$ cat config.mk
export PLATFORM = sky130hd
export DESIGN_NAME = pipeline_hazard_ctrl
export DESIGN_NICKNAME = d
export VERILOG_FILES = /design/src/rtl/hazard_pkg.sv /design/src/rtl/sat_counter.sv /design/src/rtl/pipeline_hazard_ctrl.sv
export SDC_FILE = /design/constraint.sdc
export NUM_CORES = 1
export LEC_CHECK = 0
export CAP_MARGIN = 20
export CORE_UTILIZATION = 48
export CTS_CLUSTER_SIZE = 14
export DETAILED_ROUTE_END_ITERATION = 10
export PLACE_DENSITY = 0.85
export SLEW_MARGIN = 20
export SYNTH_ARGS = -nofsm -noshare
export SYNTH_HDL_FRONTEND = slang
export SYNTH_HIERARCHICAL = 1
export SYNTH_SLANG_ARGS = --single-unit
$ cat constraint.sdc
create_clock -name clk -period 2.95 [get_ports clk]
set_input_delay 0.7375 -clock clk [delete_from_list [all_inputs] [get_ports clk]]
set_output_delay 0.7375 -clock clk [all_outputs]
set_load 0.1 [all_outputs]
$ cat src/rtl/hazard_pkg.sv
// Shared definitions for the pipeline hazard sequencer and the decoder that feeds it.
package hazard_pkg;

    // Sequencer states
    typedef enum logic [1:0] {
        RUN      = 2'd0,
        MEM_WAIT = 2'd1,
        FAULT    = 2'd2
    } hazard_state_t;

    // Hard-wired zero register; a load to x0 never creates a dependency
    localparam logic [4:0] REG_X0 = 5'd0;

    // RV32I major opcodes used to derive ex_is_load and mem_req upstream
    localparam logic [6:0] OP_LOAD   = 7'b0000011;
    localparam logic [6:0] OP_STORE  = 7'b0100011;
    localparam logic [6:0] OP_BRANCH = 7'b1100011;
    localparam logic [6:0] OP_JAL    = 7'b1101111;
    localparam logic [6:0] OP_JALR   = 7'b1100111;

endpackage

$ cat src/rtl/sat_counter.sv
// Saturating event counter with synchronous clear; clear beats increment.
module sat_counter #(
    parameter int W = 16
) (
    input  logic         clk,
    input  logic         rst_n,
    input  logic         clr,
    input  logic         inc,
    output logic [W-1:0] count
);

    logic [W-1:0] count_reg;

    // Count up on inc, stick at all-ones, clear on reset or clr
    always_ff @(posedge clk) begin
        if (!rst_n) begin
            count_reg <= '0;
        end else if (clr) begin
            count_reg <= '0;
        end else if (inc && (count_reg != '1)) begin
            count_reg <= count_reg + 1'b1;
        end
    end

    assign count = count_reg;

endmodule

$ cat src/rtl/pipeline_hazard_ctrl.sv
// Stall/flush sequencer for the 5-stage pipeline: load-use bubbles, EX redirects,
// whole-pipeline freeze on slow data memory, timeout fault and statistics.
module pipeline_hazard_ctrl
    import hazard_pkg::*;
#(
    parameter int MEM_TIMEOUT = 64,
    parameter int CNT_W       = 16
) (
    input  logic             clk,
    input  logic             rst_n,
    input  logic [4:0]       id_rs1,
    input  logic [4:0]       id_rs2,
    input  logic             id_uses_rs1,
    input  logic             id_uses_rs2,
    input  logic [4:0]       ex_rd,
    input  logic             ex_is_load,
    input  logic             ex_redirect,
    input  logic             mem_req,
    input  logic             mem_ready,
    input  logic             stat_clr,
    output logic             pc_write,
    output logic             if_id_write,
    output logic             if_id_flush,
    output logic             id_ex_write,
    output logic             id_ex_flush,
    output logic             ex_mem_write,
    output logic             mem_wb_write,
    output logic             mem_fault,
    output logic [CNT_W-1:0] stall_cnt,
    output logic [CNT_W-1:0] flush_cnt
);

    localparam int                WAIT_W    = 16;
    // Fault fires when the incremented wait count would reach this value,
    // i.e. after MEM_TIMEOUT consecutive frozen cycles including the RUN one.
    localparam logic [WAIT_W-1:0] WAIT_LAST = WAIT_W'(MEM_TIMEOUT - 1);

    hazard_state_t     state_reg;
    logic [WAIT_W-1:0] wait_reg;
    logic [WAIT_W-1:0] wait_next;
    logic              fault_reg;
    logic              freeze;
    logic              load_use;
    logic              stall_inc;
    logic              flush_inc;

    assign freeze    = mem_req & ~mem_ready;
    assign wait_next = wait_reg + 1'b1;
    assign load_use  = ex_is_load && (ex_rd != REG_X0) &&
                       ((id_uses_rs1 && (id_rs1 == ex_rd)) ||
                        (id_uses_rs2 && (id_rs2 == ex_rd)));

    // Combinational pipeline controls, priority: reset, fault, freeze, redirect, load-use
    always_comb begin
        pc_write     = 1'b0;
        if_id_write  = 1'b0;
        if_id_flush  = 1'b0;
        id_ex_write  = 1'b0;
        id_ex_flush  = 1'b0;
        ex_mem_write = 1'b0;
        mem_wb_write = 1'b0;
        stall_inc    = 1'b0;
        flush_inc    = 1'b0;
        if (!rst_n) begin
            if_id_flush = 1'b1;
            id_ex_flush = 1'b1;
        end else if (state_reg == FAULT) begin
            // everything held until reset
        end else if (freeze) begin
            // redirect, if any, stays in EX and is applied once memory completes
            stall_inc = 1'b1;
        end else if (ex_redirect) begin
            pc_write     = 1'b1;
            if_id_write  = 1'b1;
            if_id_flush  = 1'b1;
            id_ex_write  = 1'b1;
            id_ex_flush  = 1'b1;
            ex_mem_write = 1'b1;
            mem_wb_write = 1'b1;
            flush_inc    = 1'b1;
        end else if (load_use) begin
            // hold PC and IF/ID, insert one bubble; older stages keep moving
            id_ex_write  = 1'b1;
            id_ex_flush  = 1'b1;
            ex_mem_write = 1'b1;
            mem_wb_write = 1'b1;
            stall_inc    = 1'b1;
        end else begin
            pc_write     = 1'b1;
            if_id_write  = 1'b1;
            id_ex_write  = 1'b1;
            ex_mem_write = 1'b1;
            mem_wb_write = 1'b1;
        end
    end

    // Sequencer state, memory wait timer and sticky fault flag
    always_ff @(posedge clk) begin
        if (!rst_n) begin
            state_reg <= RUN;
            wait_reg  <= '0;
            fault_reg <= 1'b0;
        end else begin
            case (state_reg)
                RUN: begin
                    wait_reg <= '0;
                    if (freeze) begin
                        state_reg <= MEM_WAIT;
                    end
                end
                MEM_WAIT: begin
                    if (!freeze) begin
                        state_reg <= RUN;
                        wait_reg  <= '0;
                    end else begin
                        wait_reg <= wait_next;
                        if (wait_next == WAIT_LAST) begin
                            state_reg <= FAULT;
                            fault_reg <= 1'b1;
                        end
                    end
                end
                FAULT: begin
                    state_reg <= FAULT;
                end
                default: begin
                    state_reg <= RUN;
                    wait_reg  <= '0;
                end
            endcase
        end
    end

    assign mem_fault = fault_reg;

    sat_counter #(.W(CNT_W)) u_stall_cnt (
        .clk   (clk),
        .rst_n (rst_n),
        .clr   (stat_clr),
        .inc   (stall_inc),
        .count (stall_cnt)
    );

    sat_counter #(.W(CNT_W)) u_flush_cnt (
        .clk   (clk),
        .rst_n (rst_n),
        .clr   (stat_clr),
        .inc   (flush_inc),
        .count (flush_cnt)
    );

endmodule

==> qor.csv <==
metric,value,unit
WHS Endpoint,mem_fault,
CTS sink cnt,51,
Yosys warnings,6,
cell taking the most area after synthesis,dfxtp_1,
ratio of cells with drive above 1 in the final layout,0.208,
Root Buffer,clkbuf_8,
fin area,4000,um2
Final period util,0.990,
Layout Cells excl Fill,502,
maximum vdd drop,193,uV
dominant synthesized flop cell,dfxtp_1,
Filler cells,495,
Final WS setup,28.2,ps
worst reg2reg path depth,7,
Pins Over Slew Limit,0,
share of the synthesized area in the top cell type,0.333,
global route total overflow,0,
initial DRC count,152,
Overall Global Routing Usage,0.235,
post-detailed-route wirelength per cell,15.7,um
synthesized area,3070,um2
Post-synth EDFFs,0,
n_diodes,0,
most common cell in the synthesized netlist,dfxtp_1,
Reg area,1020,um2
Chip Width,82.0,um
largest net degree at the start of global routing,27,
HP Start,mem_fault,
first drt pass iteration count,4,
I/O Pins,64,
slowest library cell on the worst path,or4_4,
syn avg cell area,8.65,um2
final layout net count,455,
synth top area cells,"dfxtp_1, xnor2_1, o21ai_0",
setup violators final,0,
Unique masters post-synth,51,
final core utilization,0.660,
Setup Crit Path Kind,input pin to output port,
post-place setup slack,-370,ps
Crit Path Max Fanout,3,
Cell Rows,28,
Post-CTS Repair Setup Buffers,0,
clk buf depth,2,
final hold violation count,0,
WL final,7.90,mm
area grow syn2layout,30.3,%
H-tree depth,2,
Lkg Pwr,1.58,nW
Post-Route Setup TNS,0,ps
RR Endpoint,u_flush_cnt/count[15],
Core ar.,6060,um2
Synth Net Count,383,
CTS Hold Buffers Added,0,
status,"complete, no violations",
Via Count,3009,
WHS Path Cells,2,
flop-to-flop setup slack,610,ps
via-per-instance ratio,5.99,
footprint of the multi-input gates,2000,um2
# DRC,0,
Max-Cap Viols,0,
Least-Margin Pin Slew,542,ps
DP Area,3840,um2
Die Span Y,82.0,um
global-route wire length before repair,12.5,mm
Synth Register Bits,51,
sequential share of the synthesized area,0.333,
Hold WC Path Type,flip-flop to flip-flop,
DPL Wire Length,5.61,mm
TritonCTS Buffers,5,
crit start category,input pin,
RePlAce Congestion,0.822,
placed insts,495,
Worst-path clk slew,90,ps
min Tclk post-route,2920,ps
CTS tree,done,
latest clock arrival within the worst-skew pair,310,ps
crit path DAT,2180,ps
Peak Freq,342,MHz
DIE AREA,6720,um2
initial antenna violation count,0,
reg2reg start,state_reg[0],
vias in the first global route,2744,
Cells after Synth,355,
PD cells,340,nW/um2
Slew Limit Headroom,0.637,
Starting Density,0.506,
CP top delay family,simple AND/OR/NAND/NOR gates,
WP buf/inv,2,
Async SR Flop Fraction,0,
CP endpoint kind,output port,
Clock Skews,16.3,ps
Port Buffers,63,
largest stage delay on the critical path,560,ps
Commonest cells post-synth,"dfxtp_1, nand2_1, nor2_1, o21ai_0",
worst path cell trace,dlygate4sd2_1 > or4_4 > o2111ai_1 > nand3_2 > buf_12,
"antenna viol nets, final",0,
"Data required, critical path",2210,ps
cell type report:
cell class	instances	area share
multi-input cells	283	0.499
flip-flops and latches	51	0.255
repair buffers	79	0.189
well taps	75	0.0235
clock buffers	5	0.0172
clock inverters	2	0.00938
inverters	7	0.00657
report_power, final:
group / internal [mW] / leakage (nW) / switching [mW]
clock network: 0.248 / 0.0502 / 0.232
logic: 0.0788 / 1.12 / 0.109
registers: 0.689 / 0.411 / 0.00188
total: 1.02 / 1.58 / 0.343
repair_timing:
action                     in CTS  in global routing
pin swaps                       1                 12
gates resized for setup         8                 14
setup endpoints to repair       7                  8
layer usage:
metal | GRT usage | up-vias | wire [um]
met5 | 0 | - | 0
met4 | 0.0596 | 0 | 104
met3 | 0.0389 | 11 | 259
met2 | 0.440 | 72 | 4160
met1 | 0.273 | 1438 | 3380
li1 | - | 1488 | -
cell usage in the layout, fill, tap and decap left out, drive strengths merged, types with 2 or more instances in the layout:
master / n
nand3: 19
xnor2: 17
o211ai: 2
dfxtp: 51
o21a: 3
nor2b: 10
nand2b: 6
dlymetal6s2s: 9
or4: 5
or3: 4
o21ai: 25
clkbuf: 5
ha: 4
a41oi: 2
nor3b: 5
nand4: 15
inv: 7
buf: 56
o41ai: 6
nand2: 26
a21boi: 2
o211a: 5
o2111ai: 5
a31oi: 2
nor2: 25
o31ai: 4
mux2i: 2
nor3: 11
clkdlybuf4s50: 9
a21oi: 15
and2: 13
o311ai: 6
and4: 8
o31a: 2
and3: 5
nor4: 12
xor2: 8
dlygate4sd2: 4
worst max-delay path by stage:
stage                          from                     to  slack [ps]  cells past startpoint
final                      ex_rd[1]            id_ex_flush          30                      5
after global routing       ex_rd[1]            if_id_write         -20                      5
after CTS                 id_rs2[0]            if_id_write          20                      7
after detailed placement   ex_rd[0]  u_stall_cnt/count[13]        -370                     11
after global placement     ex_rd[2]  u_stall_cnt/count[13]        -280                     11
after floorplan           mem_ready               pc_write          -3                      4
worst register-to-register path, stage by stage (launching register included):
cell	delay (ps)
dfxtp_1	390
nand2b_1	350
and3_2	290
and2_1	170
and4_2	320
nand3_4	140
o311ai_0	410
o41ai_1	150
stage by stage:
| stage | total power, mW | hold slack (ps) |
|---|---|---|
| after floorplan | 0.810 | 481 |
| after global placement | 0.890 | 457 |
| after CTS | 1.37 | 503 |
| after detailed placement | 0.893 | 480 |
| final | 1.36 | 488 |
| after global routing | 1.41 | 554 |
kinds of logic after synthesis:
logic type | count (synthesis) | share of synthesized area
flip-flops | 51 | 0.333
XOR/XNOR | 25 | 0.0713
buffers and inverters | 21 | 0.0310
adder cells (fa/ha/maj) | 4 | 0.0163
AND/OR/NAND/NOR | 168 | 0.339
AO/OA/AOI/OAI | 83 | 0.200
multiplexers | 3 | 0.0102
Note: power is estimated with default switching activity, not from simulation.
